===== config.mk =====
export PLATFORM = sky130hd
export DESIGN_NAME = fetch_unit_flat
export DESIGN_NICKNAME = d
export VERILOG_FILES = /design/src/rtl/fetch_unit_if.sv /design/src/rtl/fetch_unit.sv /design/src/flat_wrapper.sv
export SDC_FILE = /design/constraint.sdc
export NUM_CORES = 1
export LEC_CHECK = 0
export BUFFER_PORTS_ARGS = -buffer_cell sky130_fd_sc_hd__clkbuf_2
export CORE_ASPECT_RATIO = 1.5
export CORE_UTILIZATION = 30
export CTS_CLUSTER_DIAMETER = 80
export CTS_CLUSTER_SIZE = 10
export DETAILED_ROUTE_END_ITERATION = 8
export PLACE_DENSITY_LB_ADDON = 0.12
export SYNTH_ARGS = -nofsm -noshare
export SYNTH_HDL_FRONTEND = slang
export SYNTH_SLANG_ARGS = --single-unit

===== constraint.sdc =====
create_clock -name clk -period 10.6 [get_ports clk]
set_clock_uncertainty 0.05 [all_clocks]
set_input_delay 0 -clock clk [delete_from_list [all_inputs] [get_ports clk]]
set_output_delay 0 -clock clk [all_outputs]
set_load 0.01 [all_outputs]

===== src/rtl/fetch_unit_if.sv =====
// fetch_unit_if: bundles the fetch stage's instruction-memory port, the
// redirect input from downstream and the decode-side output handshake.
//
// Signals
//   imem_addr     byte address to instruction memory (current PC)
//   imem_instr    word returned combinationally for imem_addr
//   redirect_valid / redirect_pc   branch/jump taken and its target
//   out_valid / out_ready          decode handshake
//   out_instr / out_pc / out_pc_plus4   queue head payload
//
// Modports
//   master  side used by fetch_unit
//   slave   side used by memory / decode / testbench
interface fetch_unit_if;
    logic [31:0] imem_addr;
    logic [31:0] imem_instr;
    logic        redirect_valid;
    logic [31:0] redirect_pc;
    logic        out_valid;
    logic        out_ready;
    logic [31:0] out_instr;
    logic [31:0] out_pc;
    logic [31:0] out_pc_plus4;

    modport master (
        output imem_addr,
        input  imem_instr,
        input  redirect_valid,
        input  redirect_pc,
        output out_valid,
        input  out_ready,
        output out_instr,
        output out_pc,
        output out_pc_plus4
    );

    modport slave (
        input  imem_addr,
        output imem_instr,
        output redirect_valid,
        output redirect_pc,
        input  out_valid,
        output out_ready,
        input  out_instr,
        input  out_pc,
        input  out_pc_plus4
    );
endinterface


===== src/rtl/fetch_unit.sv =====
// fetch_unit: MIPS instruction fetch stage. Owns the PC, drives the
// instruction memory address, captures the returned word into a small
// circular prefetch queue and presents {instr, pc, pc+4} to decode.
// Downstream redirects flush the queue and reload the PC.
//
// Parameters
//   RESET_PC  PC loaded on reset
//   QDEPTH    prefetch queue entries (power of two, >= 2)
//
// Ports
//   clk       rising-edge clock
//   reset     synchronous active-high reset
//   bus       fetch_unit_if.master (imem, redirect, decode handshake)
//   misalign  sticky misaligned-redirect flag (FETCH_MISALIGN_TRAP_EN only)
//
// Build option
//   FETCH_MISALIGN_TRAP_EN  when defined, a redirect to a non-word-aligned
//   target flushes, raises misalign and halts fetching until reset. When
//   undefined, the low two target bits are simply dropped.
//
// Handshake: an entry transfers to decode on a rising edge where
// out_valid=1, out_ready=1 and redirect_valid=0. out_valid and the payload
// come from registered queue state only and never depend on out_ready.
module fetch_unit #(
    parameter logic [31:0] RESET_PC = 32'h0000_0000,
    parameter int          QDEPTH   = 2
) (
    input  logic clk,
    input  logic reset,
    fetch_unit_if.master bus
`ifdef FETCH_MISALIGN_TRAP_EN
    ,
    output logic misalign
`endif
);
    localparam int PW = $clog2(QDEPTH);
    localparam int CW = PW + 1;
    localparam logic [CW-1:0] FULL = CW'(QDEPTH);

    logic [31:0]   pc;
    logic [31:0]   q_instr [QDEPTH];
    logic [31:0]   q_pc    [QDEPTH];
    logic [PW-1:0] rd_ptr;
    logic [PW-1:0] wr_ptr;
    logic [CW-1:0] count;

    logic          push;
    logic          pop;
    logic          load_pc;
    logic          halt;
    logic [31:0]   target;

    always_comb begin
        halt    = 1'b0;
        load_pc = bus.redirect_valid;
`ifdef FETCH_MISALIGN_TRAP_EN
        // Once trapped, nothing more is fetched; a misaligned target is
        // never loaded into the PC.
        halt    = misalign;
        load_pc = bus.redirect_valid && (bus.redirect_pc[1:0] == 2'b00);
`endif
        target  = {bus.redirect_pc[31:2], 2'b00};
        // Push looks at the count before any same-cycle pop, so a full
        // queue never pushes even while decode is draining it.
        push    = !bus.redirect_valid && (count < FULL) && !halt;
        pop     = !bus.redirect_valid && (count != '0) && bus.out_ready;
    end

    always_ff @(posedge clk) begin
        if (reset) begin
            pc     <= RESET_PC;
            rd_ptr <= '0;
            wr_ptr <= '0;
            count  <= '0;
        end else if (bus.redirect_valid) begin
            rd_ptr <= '0;
            wr_ptr <= '0;
            count  <= '0;
            if (load_pc) begin
                pc <= target;
            end
        end else begin
            if (push) begin
                wr_ptr <= wr_ptr + PW'(1);
                pc     <= pc + 32'd4;
            end
            if (pop) begin
                rd_ptr <= rd_ptr + PW'(1);
            end
            if (push && !pop) begin
                count <= count + CW'(1);
            end else if (pop && !push) begin
                count <= count - CW'(1);
            end
        end
    end

    // Queue storage needs no reset: entries are only visible through count.
    always_ff @(posedge clk) begin
        if (!reset && push) begin
            q_instr[wr_ptr] <= bus.imem_instr;
            q_pc[wr_ptr]    <= pc;
        end
    end

`ifdef FETCH_MISALIGN_TRAP_EN
    always_ff @(posedge clk) begin
        if (reset) begin
            misalign <= 1'b0;
        end else if (bus.redirect_valid && (bus.redirect_pc[1:0] != 2'b00)) begin
            misalign <= 1'b1;
        end
    end
`endif

    assign bus.imem_addr    = pc;
    assign bus.out_valid    = (count != '0);
    assign bus.out_instr    = q_instr[rd_ptr];
    assign bus.out_pc       = q_pc[rd_ptr];
    assign bus.out_pc_plus4 = q_pc[rd_ptr] + 32'd4;
endmodule

===== src/flat_wrapper.sv =====
// flat-port wrapper written by rule: the top's interface ports become plain ports
module fetch_unit_flat 
#(
    parameter logic [31:0] RESET_PC = 32'h0000_0000,
    parameter int          QDEPTH   = 2
)
  (clk, reset, bus_imem_addr, bus_imem_instr, bus_redirect_valid, bus_redirect_pc, bus_out_valid, bus_out_ready, bus_out_instr, bus_out_pc, bus_out_pc_plus4);
  fetch_unit_if bus_i ();
  input  logic clk;
  input  logic reset;
  output wire logic [$bits(bus_i.imem_addr)-1:0] bus_imem_addr;
  input wire logic [$bits(bus_i.imem_instr)-1:0] bus_imem_instr;
  input wire logic [$bits(bus_i.redirect_valid)-1:0] bus_redirect_valid;
  input wire logic [$bits(bus_i.redirect_pc)-1:0] bus_redirect_pc;
  output wire logic [$bits(bus_i.out_valid)-1:0] bus_out_valid;
  input wire logic [$bits(bus_i.out_ready)-1:0] bus_out_ready;
  output wire logic [$bits(bus_i.out_instr)-1:0] bus_out_instr;
  output wire logic [$bits(bus_i.out_pc)-1:0] bus_out_pc;
  output wire logic [$bits(bus_i.out_pc_plus4)-1:0] bus_out_pc_plus4;
  assign bus_imem_addr = bus_i.imem_addr;
  assign bus_i.imem_instr = bus_imem_instr;
  assign bus_i.redirect_valid = bus_redirect_valid;
  assign bus_i.redirect_pc = bus_redirect_pc;
  assign bus_out_valid = bus_i.out_valid;
  assign bus_i.out_ready = bus_out_ready;
  assign bus_out_instr = bus_i.out_instr;
  assign bus_out_pc = bus_i.out_pc;
  assign bus_out_pc_plus4 = bus_i.out_pc_plus4;
  fetch_unit #(.RESET_PC(RESET_PC), .QDEPTH(QDEPTH)) u_core (.clk(clk), .reset(reset), .bus(bus_i));
endmodule

# After elaboration in Yosys (flattened, before gate mapping)
# Memory sizes are Yosys's and may differ from the RTL's. A register that Yosys moved wholly into a read port is not among the register bits.
# Cells that the tools add are included.
[word_totals]
input_bits = 68
ram_bits = 128
word_cells = 38
ff_bits = 36
memories = 2
output_inout_bits = 129
[classes]
reduce_logical = 14
n_mux = 10
magnitude_cmp = 1
n_addsub = 6
[mem_list]
columns = ["name", "words", "word_bits", "read_ports", "rd_ports_with_merged_regs", "wr", "line", "rtl"]
rows = [
  ["u_core.q_instr", 2, 32, 1, 1, 1, "fetch_unit.sv:41", "logic [31:0] q_instr [QDEPTH];"],
  ["u_core.q_pc", 2, 32, 1, 1, 1, "fetch_unit.sv:42", "logic [31:0] q_pc [QDEPTH];"],
]
[ops]
columns = ["operator", "n"]
rows = [
  ["32-bit by 3-bit adder with 32-bit output (second input constant)", 2],
  ["32-bit 2-to-1 mux", 2],
  ["1-bit logical AND", 6],
  ["1-bit 2-to-1 mux", 6],
  ["2-bit nonzero test", 3],
  ["1-bit zero test", 4],
  ["2-bit 2-to-1 mux", 2],
  ["1-bit adder (second input constant)", 2],
  ["2-bit by 1-bit adder with 2-bit output (second input constant)", 1],
  ["2-bit less-than comparator (second input constant)", 1],
  ["2-bit OR reduction", 1],
  ["2-bit by 1-bit subtractor with 2-bit output (second input constant)", 1],
]

# Longest topological paths before layout
# Gate-level depths: netlist of run 1.
[depth]
ltp_word = 6
mapped_depth = 12

# Worst setup path after synthesis of run 1
# Ideal clock, no wire load.
[synth_timing]
kind = "reg2reg"
from = "register u_core.count[1]"
to = "memory u_core.q_instr[1][0] (enable)"
arrival_ns = 6.935
stages_incl_launch_ff = 3
period_less_slack_ns = 7.642
setup_ns = 0.657
slack_ns = 2.958
path_cell_list = "dfxtp_1 -> buf_2 -> nor4b_1"
[synth_via]
elab_chain_len = 5
[synth_lines]
columns = ["item", "line", "rtl"]
rows = [
  ["start: declaration", "fetch_unit.sv:45", "logic [CW-1:0] count;"],
  ["start signal: assignment", "fetch_unit.sv:91", "count <= count + CW'(1);"],
  ["start signal: assignment", "fetch_unit.sv:93", "count <= count - CW'(1);"],
  ["2-bit less-than comparator", "fetch_unit.sv:65", "push = !bus.redirect_valid && (count < FULL) && !halt;"],
  ["1-bit logical AND", "fetch_unit.sv:65", ""],
  ["1-bit logical AND", "fetch_unit.sv:100", "if (!reset && push) begin"],
  ["1-bit 2-to-1 mux", "fetch_unit.sv:100", ""],
  ["1-bit 2-to-1 mux (not written as such)", "fetch_unit.sv:101", "q_instr[wr_ptr] <= bus.imem_instr;"],
  ["end: declaration", "fetch_unit.sv:41", ""],
]
# Every way passes these cells.

==> results of run 1 <==
sequential cells by signal (all words and copies together) (netlist names), named ones only:
signal	cells
u_core.q_instr	64
u_core.rd_ptr	1
u_core.q_pc	60
u_core.bus.imem_addr	30
u_core.count	2
u_core.wr_ptr	1
metal layers:
layer	vias to the layer above	share of wire [%]	GRT usage (%)
met3	27	3.7	3.44
met5	-	0	0
li1	2527	-	-
met1	2467	40	15.9
met2	132	54	26.3
met4	0	2.3	6.52
layout make-up:
class	instances	share of cell area [%]
Tap cell	315	4.09
Sequential cell	159	45.9
Inverter	15	0.584
Multi-Input combinational cell	352	26.3
Timing Repair Buffer	257	16.8
Clock buffer	19	4.93
Clock inverter	13	1.38
power by group through the flow:
stage | Clock [W] | Sequential, W | Combinational [W]
2_1_floorplan | 0 | 0.000738 | 0.0000825
3_3_place_gp | 0 | 0.000737 | 0.000144
3_5_place_dp | 0 | 0.000739 | 0.000146
4_1_cts | 0.000642 | 0.000725 | 0.000166
5_1_grt | 0.000666 | 0.000729 | 0.000177
6_report | 0.000626 | 0.000725 | 0.000162
timing repair:
action,4_1_cts,5_1_grt
hold buffers,64,0
gates resized for setup,0,0
buffers inserted,0,0
hold endpoints to repair,97,0
critical path, cell delays in order, from the launching register on:
cell	delay, ns
sky130_fd_sc_hd__dfxtp_4	0.37
sky130_fd_sc_hd__buf_4	0.78
sky130_fd_sc_hd__mux2i_1	0.47
sky130_fd_sc_hd__inv_1	0.31
sky130_fd_sc_hd__nand4_2	0.34
sky130_fd_sc_hd__nor2_1	0.33
sky130_fd_sc_hd__xor2_1	0.22
sky130_fd_sc_hd__clkbuf_2	0.16
cells in the mapped netlist, drive strengths merged:
library cell / count
ha: 3
edfxtp: 124
dfxtp: 35
a22oi: 3
clkbuf: 10
and4b: 2
nor2b: 1
o21ai: 8
or2: 1
and3: 1
conb: 1
and2: 2
or3: 3
nand2: 48
or4: 1
nand3: 19
o22ai: 2
mux2: 54
a221oi: 1
nor4: 8
a41oi: 1
a311oi: 3
a2bb2oi: 1
a31oi: 3
mux2i: 7
inv: 15
nor4b: 2
nand4: 11
and4: 3
xnor2: 33
xor2: 22
buf: 22
a211oi: 14
nor2: 40
nor3: 23
o21bai: 3
nand2b: 2
nand4b: 4
nand3b: 4
a21oi: 13
path summary, 6_finish.rpt:
| path | startpoint | end | slack (ns) |
|---|---|---|---|
| hold / removal | reset | u_core.bus.imem_addr[6] | 0.03 |
| setup reg to reg | u_core.count[1] | u_core.bus.imem_addr[13] | 8.13 |
| setup / recovery | register | bus_out_pc_plus4[18] | 7.10 |
| hold reg to reg | u_core.bus.imem_addr[31] | u_core.q_pc[0][31] | 0.48 |
per-stage QoR:
step	util, %	hold WS, ns	total power, W	setup slack [ns]	std cells
after global routing	41.5	0.0245	0.00157	6.76	1130
after detailed placement	36.1	0.144	0.000885	7.44	1034
after global placement	36.1	0.142	0.000882	7.48	1034
final	41.5	0.0306	0.00151	7.10	1130
after floorplan	-	0.0489	0.000820	2.96	558
after CTS	41.5	0.0118	0.00153	6.95	1130
cell families after synthesis:
family / after synthesis / synth area share (%)
simple gates: 175 / 13.4
flops: 159 / 61.9
mux: 61 / 9.48
xor+xnor: 55 / 6.74
compound gates: 52 / 4.81
buf+inv: 47 / 3.15
fa+ha+maj: 3 / 0.525
other cells: 1 / 0.0524
==> results.py, run 1 <==
metrics = {
    "cells_and_area": {
        "layout.nets": 873,
        "flow.area_growth_from_synthesis_pct": 34.8,
        "most-common-layout-cells": "188 x sky130_fd_sc_hd__clkbuf_2, 124 x sky130_fd_sc_hd__edfxtp_1, 64 x sky130_fd_sc_hd__dlygate4sd3_1, 54 x sky130_fd_sc_hd__mux2_2, 48 x sky130_fd_sc_hd__nand2_1",
        "sequential_cell_area_sq_um": 4430,
        "multi_input_area_sq_um": 2530,
        "post_route_cells_drive_above_1_share_pct": 36.7,
        "num-fill-cells": 2262,
        "n_antenna_cell": 0,
        "layout_commonest_cell": "sky130_fd_sc_hd__clkbuf_2",
        "stdcell_area_sq_um": 9640,
    },
    "worst_setup_path": {
        "worst_ep_arrival_time_ns": 3.45,
        "crit_path_kind": "reg -> out",
        "critical_path_peak_fanout": 89,
        "worst-endpoint-required_ns": 10.55,
        "startpoint_class_of_the_critical_path": "register",
        "critical_path.endpoint_type": "primary output",
        "r2r.worst_path.cells": 4,
    },
    "route": {
        "detailedRoute.firstIterationViolations": 205,
        "drcViolationCount": 0,
        "routed_via_density": 4.56,
        "totalWireLength_um": 17500,
        "wl_per_cell_um": 15.5,
        "drt_pass1_iterations": 4,
        "antenna_violating_nets_post_route": 0,
        "vias": 5153,
    },
    "logic_synthesis": {
        "postSynthRegisterBits": 159,
        "synth_warn": 0,
        "post_synth_instance_area_sq_um": 7150,
        "synth.top_cell.area_share_pct": 52.1,
        "sequential_element_share_of_the_synthesized_area_pct": 61.9,
        "yosysUniqueCellTypes": 52,
        "post_synth_inst_count": 553,
        "synth_top_cell_by_area": "sky130_fd_sc_hd__edfxtp_1",
        "synthTopCellsByArea": "sky130_fd_sc_hd__edfxtp_1 52%, sky130_fd_sc_hd__dfxtp_1 9.8%, sky130_fd_sc_hd__mux2_2 8.5%, sky130_fd_sc_hd__xnor2_1 4.0%, sky130_fd_sc_hd__xor2_1 2.7%",
        "syn_avg_cell_area_sq_um": 12.9,
    },
    "min_path": {
        "hold-path-cell-count": 3,
        "hp-class": "in -> reg",
    },
    "cts": {
        "clkTransAtPathRegs_ns": 0.07,
        "clock_latency_ns": 0.43,
        "clk_path_buf_depth": 2,
        "cts_root_buffer_type": "sky130_fd_sc_hd__clkbuf_16",
        "tritoncts": "done",
        "cts-buffers-inserted": 17,
        "cts-htree-levels": 4,
        "tritoncts_num_sinks": 159,
    },
    "timing": {
        "finalHoldViolations": 0,
        "final.period_utilization_pct": 33.0,
        "min_period_ns": 3.50,
        "timing_worst_slew_pin_value_ns": 1.02,
        "worst_slew_margin_rel_pct": 32.0,
        "fmax_mhz": 286,
        "grt_setup_unrepaired": "false",
        "report.final.setup_viol": 0,
        "timing_max_transition_violations_final": 0,
        "fin_tns_setup_ns": 0,
    },
    "pwr": {
        "vdd_drop_max_mv": 0.106,
        "p_int_w": 0.00114,
        "p_sw_w": 0.000375,
        "power.share.combinational_pct": 10.7,
        "cellPowerDensity_nw_per_um2": 157,
        "power.switching_fraction_pct": 24.8,
        "seq_power_share_pct": 47.9,
        "power.share.clock_pct": 41.4,
        "static-leakage-power_nw": 3.68,
    },
    "placement": {
        "place.gp.congestion": 0.793,
        "detailed_place.area_sq_um": 8390,
        "post-dp-hpwl_um": 12300,
        "buffer_ports.inserted": 188,
    },
    "grt": {
        "global_route_wire_length_before_repair_um": 26900,
        "first_global_vias": 5147,
        "maximum_number_of_pins_on_one_net_before_global_route_repair": 90,
        "global_route.usage.total_pct": 14.5,
        "overflow": 0,
        "antenna_violations_before_repair": 0,
    },
    "floorplan": {
        "core_area_sq_um": 23200,
        "initial_core_util_pct": 30.8,
        "die-area_sq_um": 24500,
        "std_cell_rows": 68,
        "die-height_um": 191,
        "die_x_um": 128,
        "floorplan.io_pins": 197,
    },
    "job": {
        "max_cap_violations": 0,
    },
    "outcome": {
        "outcome": "complete, no violations",
    },
}
Power figures use the tool's default switching activity.
==> run 2: changes to the inputs <==
- clock period: 10.6 -> 3.35 ns (I/O delays scaled with it)
==> results.py, run 2 (synthesis gave the netlist of run 1 again) <==
metrics = {
    "floorplan": {
        "floorplan.io_pins": 197,
        "die-area_sq_um": 24500,
        "die_x_um": 128,
        "core_area_sq_um": 23200,
        "initial_core_util_pct": 30.8,
        "std_cell_rows": 68,
        "die-height_um": 191,
    },
    "placement": {
        "buffer_ports.inserted": 188,
        "detailed_place.area_sq_um": 8440,
        "place.gp.congestion": 0.806,
        "post-dp-hpwl_um": 12600,
        "dpl.cell_count": 1039,
        "dp_worst_setup_slack_ns": 0.840,
    },
    "min_path": {
        "worstHoldStart": "bus_redirect_valid",
        "hp-class": "in -> reg",
        "min_delay_worst_endpoint": "u_core.bus.imem_addr[2]",
        "hold-path-cell-count": 3,
    },
    "pwr": {
        "static-leakage-power_nw": 3.69,
        "seq_power_share_pct": 49.2,
        "vdd_drop_max_mv": 0.354,
        "cellPowerDensity_nw_per_um2": 484,
        "power.share.combinational_pct": 11.1,
        "power.share.clock_pct": 39.7,
        "p_int_w": 0.00352,
        "power.switching_fraction_pct": 24.6,
        "p_sw_w": 0.00115,
    },
    "grt": {
        "antenna_violations_before_repair": 0,
        "overflow": 0,
        "global_route_wire_length_before_repair_um": 26900,
        "maximum_number_of_pins_on_one_net_before_global_route_repair": 63,
        "first_global_vias": 5197,
        "global_route.usage.total_pct": 14.7,
    },
    "worst_setup_path": {
        "critical_path_peak_fanout": 40,
        "startpoint_class_of_the_critical_path": "register",
        "setup.reg_to_reg.worst_slack_ns": 0.90,
        "worst-endpoint-required_ns": 3.30,
        "critical_path.endpoint_type": "primary output",
        "r2r.worst_path.cells": 4,
        "critPathMaxStageDelay_ns": 0.45,
        "crit_path_kind": "reg -> out",
        "timing.critical_path.slowest_stage_cell": "sky130_fd_sc_hd__dfxtp_4",
        "cp_top_family": "buffers and inverters",
        "r2r_end": "u_core.bus.imem_addr[13]",
        "reg2reg_from": "u_core.bus.imem_addr[6]",
        "cp_num_buf_inv": 2,
        "worst_ep_arrival_time_ns": 2.84,
        "timing.critical_path.cells": "buf_4 -> mux2i_1 -> a221oi_1 -> nand2_1 -> nor4_1 -> xor2_1 -> clkbuf_2",
    },
    "cts": {
        "tritoncts": "done",
        "cts_setup_buffers": 0,
        "tritoncts_num_sinks": 159,
        "clk_path_buf_depth": 2,
        "clkTransAtPathRegs_ns": 0.07,
        "cts_root_buffer_type": "sky130_fd_sc_hd__clkbuf_16",
        "cts-htree-levels": 4,
        "clock_latency_ns": 0.43,
        "cts-buffers-inserted": 17,
    },
    "timing": {
        "grt_setup_unrepaired": "false",
        "timing_worst_slew_pin_value_ns": 0.873,
        "min_period_ns": 2.89,
        "fmax_mhz": 346,
        "worst_slew_margin_rel_pct": 41.8,
        "finalHoldViolations": 0,
        "timing_max_transition_violations_final": 0,
        "final.period_utilization_pct": 86.3,
        "report.final.setup_viol": 0,
        "finalWorstSetupSlack_ns": 0.459,
    },
    "route": {
        "drcViolationCount": 0,
        "detailedRoute.firstIterationViolations": 150,
        "drt_pass1_iterations": 4,
        "routed_via_density": 4.54,
        "totalWireLength_um": 17600,
        "vias": 5153,
        "wl_per_cell_um": 15.5,
        "antenna_violating_nets_post_route": 0,
    },
    "cells_and_area": {
        "layout.cells.non_filler": 1134,
        "register_ranked_first_by_flip_flop_count": "u_core.q_instr",
        "largest_register_ff_count": 64,
        "layout.nets": 877,
        "stdcell_area_sq_um": 9650,
        "layout_commonest_cell": "sky130_fd_sc_hd__clkbuf_2",
        "n_antenna_cell": 0,
        "num-fill-cells": 2270,
        "flow.area_growth_from_synthesis_pct": 34.9,
        "most-common-layout-cells": "188 x sky130_fd_sc_hd__clkbuf_2, 124 x sky130_fd_sc_hd__edfxtp_1, 63 x sky130_fd_sc_hd__dlygate4sd3_1, 54 x sky130_fd_sc_hd__mux2_2, 48 x sky130_fd_sc_hd__nand2_1",
        "post_route_cells_drive_above_1_share_pct": 37.0,
    },
    "job": {
        "max_cap_violations": 0,
    },
    "outcome": {
        "outcome": "complete, no violations",
    },
}
run 2: cell count changes in the layout (fill, tap and decap cells not counted), moves of 2 or more:
cell / delta
sky130_fd_sc_hd__buf_4: +5
sky130_fd_sc_hd__clkinv_4: +2
sky130_fd_sc_hd__inv_4: +2
sky130_fd_sc_hd__inv_6: -3
run 2: worst max-delay path by stage:
stage,from,to,depth (start not counted)
after floorplan,u_core.count[1],u_core.q_instr[1][0],2
after global placement,register,bus_out_pc_plus4[31],7
after detailed placement,register,bus_out_pc_plus4[31],7
after CTS,register,bus_out_pc_plus4[31],7
after global routing,register,bus_out_pc_plus4[29],7
final,register,bus_out_pc_plus4[31],7
run 2: stage by stage:
stage                     hold WS [ns]  util (%)  total power, W  TNS, ns
after floorplan                 0.0489         -         0.00259  -143.44
after global placement           0.142      36.4         0.00280        0
after detailed placement         0.142      36.4         0.00281        0
after CTS                       0.0615      41.5         0.00474        0
after global routing             0.103      41.5         0.00486        0
final                           0.0778      41.5         0.00467        0
run 2: cell type report:
type / instances / area, sq um / share of cell area (%)
Inverter: 15 / 56.3 / 0.584
Clock buffer: 20 / 479 / 4.97
Tap cell: 315 / 394 / 4.08
Multi-Input combinational cell: 352 / 2550 / 26.4
Sequential cell: 159 / 4430 / 45.9
Clock inverter: 12 / 95.1 / 0.985
Timing Repair Buffer: 261 / 1650 / 17.1
run 2: power groups by stage:
| stage | Clock (W) | Sequential [W] | Combinational [W] |
|---|---|---|---|
| after global placement | 0 | 0.00233 | 0.000467 |
| final | 0.00185 | 0.00230 | 0.000520 |
| after detailed placement | 0 | 0.00234 | 0.000471 |
| after CTS | 0.00192 | 0.00230 | 0.000531 |
| after floorplan | 0 | 0.00233 | 0.000262 |
| after global routing | 0.00198 | 0.00231 | 0.000569 |
run 2: repair_timing:
action,4_1_cts,5_1_grt
hold buffers,63,0
hold endpoints to repair,96,0
resized for setup,0,0
run 2: tightest hold or removal path: cells and delay by family:
family	cells	cell delay, ns
AOI/OAI and AO/OA	1	0.05
and+or+nand+nor	1	0.14
buffers and inverters	1	0.31
run 2: layer usage:
metal  GRT usage [%]  wire, um  vias up
met2            26.8      9520      123
met1            15.6      6890     2474
met4            7.51       531        0
li1                -         -     2524
met3            3.53       668       32
met5               0         0        -
==> run 3: changes to the inputs <==
- BUFFER_PORTS_ARGS: -buffer_cell sky130_fd_sc_hd__clkbuf_2 -> unset
- DONT_BUFFER_PORTS: unset -> 1
==> results.py, run 3 (synthesis gave the netlist of run 1 again) <==
metrics = {
    "route": {
        "highest-signal-layer": "met4",
        "wl_per_cell_um": 17.9,
        "routed_via_density": 4.75,
        "totalWireLength_um": 17100,
        "vias": 4522,
        "length_of_routed_wiring_on_met1_um": 6650,
        "routed-wl-met2_um": 9100,
        "drcViolationCount": 0,
        "met3_wirelength_um": 821,
        "detailedRoute.firstIterationViolations": 214,
        "drt_pass1_iterations": 4,
        "antenna_violating_nets_post_route": 0,
    },
    "worst_setup_path": {
        "critPathMaxStageDelay_ns": 0.47,
        "startpoint_class_of_the_critical_path": "register",
        "critical_path_peak_fanout": 10,
        "worst-endpoint-required_ns": 3.30,
        "r2r.worst_path.cells": 6,
        "worst_ep_arrival_time_ns": 2.91,
        "cp_num_buf_inv": 1,
        "timing.critical_path.slowest_stage_cell": "sky130_fd_sc_hd__a22oi_1",
        "crit_path_kind": "reg -> out",
        "reg2reg_from": "u_core.bus.imem_addr[2]",
        "r2r_end": "u_core.bus.imem_addr[22]",
        "cp_top_family": "simple AND/OR/NAND/NOR gates",
        "critical_path.endpoint_type": "primary output",
        "timing.critical_path.cells": "mux2i_1 -> inv_1 -> ha_1 -> nand4_1 -> a22oi_1 -> nand4_4 -> nor2_1 -> xor2_1",
        "setup.reg_to_reg.worst_slack_ns": 0.66,
    },
    "cells_and_area": {
        "sequential_cell_area_sq_um": 4430,
        "most-common-layout-cells": "124 x sky130_fd_sc_hd__edfxtp_1, 72 x sky130_fd_sc_hd__dlygate4sd3_1, 54 x sky130_fd_sc_hd__mux2_2, 48 x sky130_fd_sc_hd__nand2_1, 40 x sky130_fd_sc_hd__nor2_1",
        "fin_util_pct": 37.8,
        "multi_input_area_sq_um": 2560,
        "num-fill-cells": 2264,
        "layout_commonest_cell": "sky130_fd_sc_hd__edfxtp_1",
        "largest_register_ff_count": 64,
        "layout.cells.non_filler": 952,
        "flow.area_growth_from_synthesis_pct": 22.7,
        "n_antenna_cell": 0,
        "post_route_cells_drive_above_1_share_pct": 17.4,
        "layout.nets": 695,
        "register_ranked_first_by_flip_flop_count": "u_core.q_instr",
    },
    "timing": {
        "final.period_utilization_pct": 88.3,
        "finalHoldViolations": 0,
        "worst_slew_margin_rel_pct": 42.9,
        "timing_worst_slew_pin_value_ns": 0.857,
        "grt_setup_unrepaired": "false",
        "report.final.setup_viol": 0,
        "fmax_mhz": 338,
        "hold_worst_slack_ns": 0.0181,
        "min_period_ns": 2.96,
        "finalWorstSetupSlack_ns": 0.393,
        "timing_max_transition_violations_final": 0,
    },
    "cts": {
        "tritoncts_num_sinks": 159,
        "clkTransAtPathRegs_ns": 0.07,
        "cts-buffers-inserted": 17,
        "clk_path_buf_depth": 2,
        "cts-htree-levels": 4,
        "cts_setup_buffers": 0,
        "cts_root_buffer_type": "sky130_fd_sc_hd__clkbuf_16",
        "tritoncts": "done",
        "clock_latency_ns": 0.44,
    },
    "placement": {
        "post-dp-hpwl_um": 11700,
        "buffer_ports.inserted": 0,
        "place.gp.congestion": 0.762,
        "dp_worst_setup_slack_ns": 0.647,
        "dpl.cell_count": 847,
    },
    "floorplan": {
        "die-height_um": 191,
        "core_area_sq_um": 23200,
        "std_cell_rows": 68,
        "die_x_um": 128,
        "floorplan.io_pins": 197,
        "initial_core_util_pct": 30.8,
        "die-area_sq_um": 24500,
    },
    "grt": {
        "global_route_wire_length_before_repair_um": 25500,
        "antenna_violations_before_repair": 0,
        "maximum_number_of_pins_on_one_net_before_global_route_repair": 91,
        "global_route.usage.total_pct": 14.3,
        "first_global_vias": 4566,
        "overflow": 0,
    },
    "min_path": {
        "min_delay_worst_endpoint": "u_core.bus.imem_addr[2]",
        "hp-class": "in -> reg",
        "hold-path-cell-count": 4,
        "worstHoldStart": "bus_redirect_valid",
    },
    "job": {
        "max_cap_violations": 0,
    },
    "pwr": {
        "p_int_w": 0.00335,
        "cellPowerDensity_nw_per_um2": 509,
        "power.share.combinational_pct": 8.8,
        "power.switching_fraction_pct": 25.1,
        "seq_power_share_pct": 51.8,
        "vdd_drop_max_mv": 0.343,
        "static-leakage-power_nw": 2.90,
        "power.share.clock_pct": 39.4,
        "p_sw_w": 0.00112,
    },
    "outcome": {
        "outcome": "complete, no violations",
    },
}
==> run 3: worst max-delay path by stage <==
stage          slack, ns                   end             from  cells after the start
2_1_floorplan      -1.16  u_core.q_instr[1][0]  u_core.count[1]                      2
3_3_place_gp        0.67  bus_out_pc_plus4[18]         register                      6
3_5_place_dp        0.65  bus_out_pc_plus4[18]         register                      6
4_1_cts             0.16  bus_out_pc_plus4[18]         register                      6
5_1_grt             0.11  bus_out_pc_plus4[24]         register                      8
6_report            0.39  bus_out_pc_plus4[18]         register                      8
==> run 3: routing by layer <==
| metal | vias to the layer above | GRT usage, % |
|---|---|---|
| met5 | - | 0 |
| met4 | 0 | 8.05 |
| met1 | 2201 | 15.4 |
| met3 | 29 | 3.53 |
| met2 | 125 | 25.4 |
| li1 | 2167 | - |
==> run 3: layout make-up <==
type / instances / share of cell area [%]
flip-flops and latches: 159 / 50.5
well taps: 315 / 4.49
clock inverters: 15 / 1.27
repair buffers: 79 / 9.10
inverters: 15 / 0.642
clock buffers: 17 / 4.85
multi-input cells: 352 / 29.2
==> run 3: stage by stage <==
step / area, sq um / setup TNS (ns) / power [W]
after floorplan: 7180 / -143.44 / 0.00259
after global placement: 7490 / 0 / 0.00266
after detailed placement: 7490 / 0 / 0.00267
after CTS: 8760 / 0 / 0.00454
after global routing: 8770 / 0 / 0.00465
final: 8770 / 0 / 0.00447
==> run 3: worst register-to-register path, delay by kind of cell (launching register included) <==
kind	cells	cell delay [ns]
AND/OR/NAND/NOR	3	1.04
buffers and inverters	1	0.57
flip-flops	1	0.51
AO/OA/AOI/OAI	1	0.25
adder cells (fa/ha/maj)	1	0.22
==> run 3: what timing repair did <==
item	in CTS	in global routing
hold endpoints to repair	99	0
hold buffers	73	0
setup endpoints to repair	0	1
gates resized for setup	0	1
==> run 3: power by group through the flow <==
stage               Sequential, W  Clock [W]  Combinational [W]
floorplan                 0.00233          0           0.000262
global placement          0.00235          0           0.000309
detailed placement        0.00236          0           0.000311
CTS                       0.00232    0.00182           0.000400
global route              0.00233    0.00189           0.000430
finish                    0.00231    0.00176           0.000393
